File: config.mk
export PLATFORM = sky130hd
export DESIGN_NAME = status_reader
export DESIGN_NICKNAME = d
export VERILOG_FILES = /design/src/rtl/tcam_pkg.sv /design/src/rtl/segment_compare.sv /design/src/rtl/status_reader.sv
export SDC_FILE = /design/constraint.sdc
export NUM_CORES = 1
export LEC_CHECK = 0
export ABC_AREA = 1
export CORE_MARGIN = 2
export CORE_UTILIZATION = 56
export CTS_CLUSTER_SIZE = 16
export DETAILED_ROUTE_END_ITERATION = 8
export GPL_TIMING_DRIVEN = 0
export PLACE_DENSITY = 0.85
export RECOVER_POWER = 25
export SLEW_MARGIN = 0
export SYNTH_ARGS = -nofsm -noshare
export SYNTH_HDL_FRONTEND = slang
export SYNTH_SLANG_ARGS = --single-unit
File: constraint.sdc
create_clock -name clk -period 2.95 [get_ports clk]
set_clock_uncertainty 0.05 [all_clocks]
set_input_delay 0.885 -clock clk [delete_from_list [all_inputs] [get_ports clk]]
set_output_delay 0.885 -clock clk [all_outputs]
set_load 0.005 [all_outputs]
File: src/rtl/tcam_pkg.sv
// tcam_pkg: shared TCAM widths, segment status codes and reader FSM states
package tcam_pkg;
  localparam int TCAM_DATA_BITS = 10;
  localparam int TCAM_FRAGMENTS = 5;
  localparam int TCAM_FRAG_BITS = 3;
  localparam int TCAM_IDWID = 2;
  localparam int TCAM_MASKWID = TCAM_FRAGMENTS;
  localparam logic [1:0] EMPTY = 2'b00;
  localparam logic [1:0] SINGLE = 2'b01;
  localparam logic [1:0] COLLIDED = 2'b11;
  typedef enum logic [2:0] {IDLE, ISSUE, WAIT, EVAL, DONE} state_t;
endpackage

File: src/rtl/segment_compare.sv
// segment_compare: masked per-fragment key equality for one TCAM segment
module segment_compare #(
  parameter int DATA_BITS = 10,
  parameter int FRAGMENTS = 5,
  parameter int MASKWID = FRAGMENTS
) (
  input  logic                 valid,
  input  logic [MASKWID-1:0]   mask,
  input  logic [DATA_BITS-1:0] seg_key,
  input  logic [DATA_BITS-1:0] search_key,
  output logic                 hit
);
  localparam int FRAG_WID = DATA_BITS / FRAGMENTS;
  logic [FRAGMENTS-1:0] frag_ok;
  for (genvar g = 0; g < FRAGMENTS; g++) begin : g_frag
    assign frag_ok[g] = mask[g] || seg_key[g*FRAG_WID +: FRAG_WID] == search_key[g*FRAG_WID +: FRAG_WID];
  end
  assign hit = valid && &frag_ok;
endmodule

File: src/rtl/status_reader.sv
// status_reader: walks every key fragment through SDRAM, resolving the highest-priority matching rule
module status_reader
  import tcam_pkg::*;
#(
  parameter int DATA_BITS = TCAM_DATA_BITS,
  parameter int FRAGMENTS = TCAM_FRAGMENTS,
  parameter int FRAG_BITS = TCAM_FRAG_BITS,
  parameter int IDWID = TCAM_IDWID,
  parameter int MASKWID = FRAGMENTS,
  localparam int FRAG_WID = DATA_BITS / FRAGMENTS,
  localparam int ADDR_WID = FRAG_BITS + FRAG_WID,
  localparam int PRIOWID = IDWID,
  localparam int SEGWID = 2 + IDWID + MASKWID + DATA_BITS + PRIOWID
) (
  input  logic                 clk,
  input  logic                 reset,
  input  logic                 i_search,
  input  logic [DATA_BITS-1:0] i_search_key,
  output logic                 o_busy,
  output logic                 o_sdram_read,
  output logic [ADDR_WID-1:0]  o_sdram_addr,
  input  logic                 i_sdram_readvalid,
  input  logic [SEGWID-1:0]    i_sdram_readdata,
  output logic                 o_search_done,
  output logic                 o_match,
  output logic [IDWID-1:0]     o_match_id,
  output logic [PRIOWID-1:0]   o_match_priority,
  output logic                 o_collision,
  output logic                 o_timeout
);
  state_t state, nxt;
  logic [DATA_BITS-1:0] key_q;
  logic [FRAG_BITS-1:0] f;
  logic [3:0] tcnt;
  logic [SEGWID-1:0] seg_q;
  logic win_v, coll;
  logic [IDWID-1:0] win_id;
  logic [PRIOWID-1:0] win_pr;
  logic [1:0] seg_status;
  logic [IDWID-1:0] seg_id;
  logic [MASKWID-1:0] seg_mask;
  logic [DATA_BITS-1:0] seg_key;
  logic [PRIOWID-1:0] seg_pr;
  logic seg_valid, hit, take, last, tmo;
  logic win_v_n, coll_n;
  logic [IDWID-1:0] win_id_n;
  logic [PRIOWID-1:0] win_pr_n;
  assign seg_status = seg_q[SEGWID-1 -: 2];
  assign seg_id = seg_q[PRIOWID+DATA_BITS+MASKWID +: IDWID];
  assign seg_mask = seg_q[PRIOWID+DATA_BITS +: MASKWID];
  assign seg_key = seg_q[PRIOWID +: DATA_BITS];
  assign seg_pr = seg_q[PRIOWID-1:0];
  assign seg_valid = seg_status == SINGLE || seg_status == COLLIDED;
  segment_compare #(.DATA_BITS(DATA_BITS), .FRAGMENTS(FRAGMENTS), .MASKWID(MASKWID)) u_cmp (
    .valid(seg_valid),
    .mask(seg_mask),
    .seg_key(seg_key),
    .search_key(key_q),
    .hit(hit)
  );
  // Strictly-greater replacement keeps the earliest fragment on priority ties
  assign take = state == EVAL && hit && (!win_v || seg_pr > win_pr);
  assign win_v_n = win_v || take;
  assign win_id_n = take ? seg_id : win_id;
  assign win_pr_n = take ? seg_pr : win_pr;
  assign coll_n = coll || (state == EVAL && seg_status == COLLIDED);
  assign last = f == FRAG_BITS'(FRAGMENTS - 1);
  assign tmo = state == WAIT && !i_sdram_readvalid && tcnt == 4'd14;
  always_comb begin
    nxt = IDLE;
    case (state)
      IDLE:  nxt = i_search ? ISSUE : IDLE;
      ISSUE: nxt = WAIT;
      WAIT:  nxt = i_sdram_readvalid ? EVAL : tmo ? DONE : WAIT;
      EVAL:  nxt = last ? DONE : ISSUE;
      default: nxt = IDLE;
    endcase
  end
  // Outputs are registered, so the read strobe lands in the first WAIT cycle
  always_ff @(posedge clk or negedge reset) begin
    if (!reset) begin
      state <= IDLE;
      key_q <= '0;
      f <= '0;
      tcnt <= '0;
      seg_q <= '0;
      win_v <= 1'b0;
      win_id <= '0;
      win_pr <= '0;
      coll <= 1'b0;
      o_busy <= 1'b0;
      o_sdram_read <= 1'b0;
      o_sdram_addr <= '0;
      o_search_done <= 1'b0;
      o_match <= 1'b0;
      o_match_id <= '0;
      o_match_priority <= '0;
      o_collision <= 1'b0;
      o_timeout <= 1'b0;
    end else begin
      state <= nxt;
      o_busy <= nxt != IDLE;
      o_sdram_read <= state == ISSUE;
      o_search_done <= nxt == DONE;
      if (state == IDLE && i_search) begin
        key_q <= i_search_key;
        f <= '0;
        win_v <= 1'b0;
        win_id <= '0;
        win_pr <= '0;
        coll <= 1'b0;
      end
      if (state == ISSUE) begin
        o_sdram_addr <= {f, key_q[f*FRAG_WID +: FRAG_WID]};
        tcnt <= '0;
      end
      if (state == WAIT) begin
        tcnt <= tcnt + 4'd1;
        if (i_sdram_readvalid) seg_q <= i_sdram_readdata;
      end
      if (state == EVAL) begin
        win_v <= win_v_n;
        win_id <= win_id_n;
        win_pr <= win_pr_n;
        coll <= coll_n;
        if (!last) f <= f + 1'b1;
      end
      if (nxt == DONE) begin
        o_match <= win_v_n && !tmo;
        o_match_id <= tmo ? '0 : win_id_n;
        o_match_priority <= tmo ? '0 : win_pr_n;
        o_collision <= coll_n;
        o_timeout <= tmo;
      end
    end
  end
endmodule

# Word level (Yosys, flattened, before mapping)
# Index checks and enable logic that the tools add are counted.
[word_totals]
regBits = 62
output_inout_bits = 15
elab_cells = 81
[op_classes]
order_cmp = 1
n_addsub = 2
shifts = 1
n_eq_ne = 13
reduce_logical = 26
n_mux = 20
[ops]
columns = ["operator", "n"]
rows = [
  ["$mux 3", 6],
  ["$mux 2", 7],
  ["$pmux 3 s4", 1],
  ["$eq 2x2->1", 5],
  ["$shiftx 10x5->2", 1],
  ["$logic_or 1x1->1", 9],
  ["$logic_and 1x1->1", 8],
  ["$mux 4", 2],
  ["$eq 3x2->1 const B", 2],
  ["$eq 3x3->1 const B", 2],
  ["$reduce_and 5->1", 1],
  ["$add 4x1->4 const B", 1],
  ["$eq 4x4->1 const B", 1],
  ["$mux 1", 4],
  ["$reduce_bool 2->1", 2],
  ["$add 3x1->3 const B", 1],
  ["$eq 3x1->1 const B", 1],
  ["$logic_not 1->1", 3],
  ["$logic_not 3->1", 1],
  ["$reduce_bool 3->1", 1],
  ["$eq 2x1->1 const B", 1],
  ["$eq 2x2->1 const B", 1],
  ["$gt 2x2->1", 1],
  ["$reduce_and 2->1", 1],
]

# Depth between registers and ports, before layout
[depth]
ltp_word = 8
mapped_depth = 11
mapped_depth_nobuf = 11

# Hierarchy
# Synthesis repeated with hierarchy kept, for this count alone.
[unflattened]
hier_cells = 318
area_unflattened_um2 = 2901.5
[modules_own_cells]
columns = ["mod", "instances", "seq_area_each_um2", "cells_each", "area_per_inst_um2"]
rows = [
  ["status_reader", 1, 1551.5, 268, 2678.8],
  ["segment_compare", 1, 0.0, 50, 222.7],
]

# Least setup slack after synthesis
# No wires, ideal clock.
[synth_timing]
path_type = "in2reg"
startpoint = "in i_sdram_readvalid"
endpoint = "reg o_timeout"
setup_slack_ps = 1253
arrival_time_ps = 1526
path_buffers = 0
cell_stages = 6
cell_sequence = "and3b_1 > and3_1 > nor2_4 > inv_2 > nor2_1 > nor2_1"
[synth_via]
elab_chain_cells = 7
[synth_lines]
columns = ["item", "line", "rtl"]
rows = [
  ["from (decl)", "status_reader.sv:22", "input logic i_sdram_readvalid,"],
  ["$logic_not 1->1", "status_reader.sv:68", "assign tmo = state == WAIT && !i_sdram_readvalid && tcnt == 4'd14;"],
  ["$logic_and 1x1->1 (2 in a row)", "status_reader.sv:68", ""],
  ["$mux 3", "status_reader.sv:74", "WAIT: nxt = i_sdram_readvalid ? EVAL : tmo ? DONE : WAIT;"],
  ["$mux 3 *", "status_reader.sv:74", ""],
  ["$pmux 3 s4 *", "status_reader.sv:71", "case (state)"],
  ["via nxt[2]", "status_reader.sv:31", "state_t state, nxt;"],
  ["$eq 3x3->1 *", "status_reader.sv:128", "if (nxt == DONE) begin"],
  ["to (signal assigned)", "status_reader.sv:133", "o_timeout <= tmo;"],
  ["to (decl)", "status_reader.sv:29", "output logic o_timeout"],
]
# Mark *: on every way through the listed nets, which the timed path passes. The rest lies on a longest branch.
# A chain may end at the register's enable or synchronous reset.

# Final worst setup path
[layout_timing]
startpoint = "reg o_sdram_addr[0]"
endpoint = "out o_sdram_addr[0]"
[layout_lines]
columns = ["item", "line", "rtl"]
rows = [
  ["from (decl)", "status_reader.sv:21", "output logic [ADDR_WID-1:0] o_sdram_addr,"],
  ["from (signal assigned)", "status_reader.sv:114", "o_sdram_addr <= {f, key_q[f*FRAG_WID +: FRAG_WID]};"],
]
# No word-level cell between the ends.

==> run_results.csv <==
group,metric,value,unit
run_status,status,"complete, no violations",
power,power_density,985,nW/um^2
clock_network,clkSinkCount,62,
finish,syn2layout_area_growth,27.3,%
critical_path,path_class,"flip-flop to output pin",
yosys,synth_seq_cells,62,
clock_network,cts_hold_buf,0,
yosys,yosysTopAreaCell,"dfrtp_1",
job,cap_violations,0,
finish,n_fill_cell,365,
power,p_leak,1.85,nW
clock_network,root_buffer,"clkbuf_8",
min_path,min_to,"o_match_id[1]",
timing,drv_slew,0,
critical_path,r2r_cells,9,
yosys,yosys_warnings,0,
timing,clock.fmax,0.465,GHz
floorplan,die_x,75.7,um
critical_path,cpMaxStageDelayCell,"clkdlybuf4s50_1",
yosys,ys_async_sr_fraction,1.00,
clock_network,clk_latency,340,ps
floorplan,rows,26,
yosys,synth.most_common_cell,"nand2_1",
critical_path,crit_path_end_kind,"output pin",
critical_path,critical-path-top-delay-family,"buffers and inverters",
power,worst_ir_drop_vdd,0.000475,V
drt,drt-pass1-iter-count,4,
drt,routed_via_density,5.02,
timing,max_slew_margin,0.697,
clock_network,cts_resized,0,
yosys,synth_edf_count,0,
critical_path,cp_max_fo,2,
critical_path,cp.arrival,1210,ps
timing,worstMarginPinSlew,454,ps
critical_path,r2r-start,"f[0]",
critical_path,regToRegSetupSlack,1070,ps
timing,setup_viol,0,
critical_path,cp.required,2020,ps
timing,period_minus_slack,2150,ps
floorplan,die_height,75.7,um
min_path,worstHoldPathCells,2,
placed_design,dp_hpwl,4270,um
clock_network,cts_buffer_depth,2,
yosys,ys_types,30,
global_routing,grt_max_degree,41,
clock_network,numCtsBuffers,9,
clock_network,htree_levels,3,
timing,hold_violations,0,
min_path,hold_path_startpoint,"o_match_id[1]",
yosys,ys.flop_type,"dfrtp_1",
finish,drive_above_1_share,0.0957,
global_routing,antenna_found_initial,0,
critical_path,slowest_delay,520,ps
yosys,synth_area_leaders,"dfrtp_1 (54%), nand2_1 (11%), inv_1 (5.5%)",
critical_path,rr_endpoint,"o_timeout",
finish,diodes,0,
drt,routed_wl,5900,um
floorplan,io_pins,50,
drt,wl_per_cell,12.6,um
critical_path,startpoint_type,"flip-flop",
yosys,synthTopCellsByCount,"nand2_1 (84), dfrtp_1 (62), inv_1 (42)",
critical_path,path_buf_inv,1,
drt,first_iter_violations,129,
drt,final_antenna_net_count,0,
critical_path,crit_chain,"clkdlybuf4s50_1",
placed_design,gp_congestion,0.858,
yosys,ys_seq_area_frac,0.539,
global_routing,track_usage,0.234,
clock_network,cts_tree,"yes",
placed_design,dp_cells,452,
finish,final_cells,467,
yosys,synth_top_area_share,0.539,
clock_network,clk_pin_slew,60,ps
yosys,syn_area_per_cell,8.70,sq um
clock_network,postCtsSetupBuffers,0,
timing,rsz0062_at_grt,"false",
drt,route.detailed.drc,0,
global_routing,grt-ovfl-total,0,
timing,finalCritPeriodShare,0.728,
yosys,syn_nets,372,
drt,via_count,2344,
placed_design,io_buffers,49,
placed_design,post-place-ws,570,ps
yosys,postSynthCellCount,331,
floorplan,dieArea,5730,sq um
finish,nets,434,
global_routing,grt_pass1_vias,2218,
yosys,netlist_area,2880,sq um
global_routing,grt_pass1_wl,9830,um
timing,fin_ws,801,ps
floorplan,coreArea,5040,sq um
floorplan,initial_core_util,0.571,
min_path,hp-class,"flip-flop to flip-flop",
## metrics by stage
| stage | utilization | hold WS [ps] | power, mW | area [sq um] | setup TNS, ps |
|---|---|---|---|---|---|
| 3_5_place_dp | 0.694 | 414 | 2.96 | 3500 | 0 |
| 5_1_grt | 0.727 | 455 | 3.92 | 3670 | 0 |
| 2_1_floorplan | - | 383 | 2.44 | 2880 | 0 |
| 3_3_place_gp | 0.686 | 397 | 2.88 | 3460 | -61400 |
| 6_report | 0.727 | 435 | 3.61 | 3670 | 0 |
| 4_1_cts | 0.727 | 433 | 3.62 | 3670 | 0 |
## power breakdown
| group | switching, mW | total (mW) | internal (mW) |
|---|---|---|---|
| combinational | 0.868 | 1.49 | 0.626 |
| sequential | 0.236 | 1.46 | 1.23 |
| clock | 0.308 | 0.654 | 0.346 |
| total | 1.41 | 3.61 | 2.20 |
## flip-flops by register name, summed over array words and instances (netlist names), 2 cells and up
register          flops
seg_q                21
key_q                10
o_sdram_addr          5
tcnt                  4
f                     3
state                 3
o_match_id            2
o_match_priority      2
win_id                2
win_pr                2
## cell usage in the layout, fill, tap and decap left out, types with 2 or more instances in the layout
cell type	n
a21oi_1	26
nand4_1	4
nand2_1	84
inv_1	42
buf_2	2
nor2_1	29
nor2_8	2
ha_1	6
o21ai_0	26
o22ai_1	3
nor2_4	2
xnor2_1	3
nand2_2	6
nand3_1	9
inv_2	5
clkdlybuf4s50_1	48
dfrtp_1	62
nand2_4	2
clkbuf_1	9
mux2_1	2
clkbuf_8	11
## worst max path at each step
stage | from | endpoint | slack [ps] | cells past startpoint
2_1_floorplan | i_sdram_readvalid | o_timeout | 1250 | 6
6_report | o_sdram_addr[0] | o_sdram_addr[0] | 800 | 1
4_1_cts | o_sdram_addr[0] | o_sdram_addr[0] | 790 | 1
3_3_place_gp | reset | seg_q[9] | -990 | 1
3_5_place_dp | i_search | key_q[7] | 570 | 5
5_1_grt | o_match | o_match | 760 | 1
## cells by family after synthesis
logic type,Yosys count,share of synthesized area
buffers and inverters,56,0.0769
multiplexers,3,0.0117
XOR/XNOR,3,0.00913
AND/OR/NAND/NOR,142,0.228
AO/OA/AOI/OAI,59,0.110
adder cells (fa/ha/maj),6,0.0261
flip-flops,62,0.539
## metal layers
layer | vias up | track usage | wire, um
met5 | - | 0 | 0
met2 | 73 | 0.363 | 2800
li1 | 1168 | - | -
met3 | 13 | 0.0437 | 288
met1 | 1090 | 0.315 | 2660
met4 | 0 | 0.123 | 150
## layout make-up
class	count	area (sq um)	share of cell area
Buffer	8	36.3	0.00990
Multi-Input combinational cell	213	1110	0.302
Clock inverter	1	5.00	0.00137
Timing Repair Buffer	51	532	0.145
Inverter	48	185	0.0505
Clock buffer	14	163	0.0444
Tap cell	70	87.6	0.0239
Sequential cell	62	1550	0.423
No activity file was read; power rests on OpenSTA's default activity.
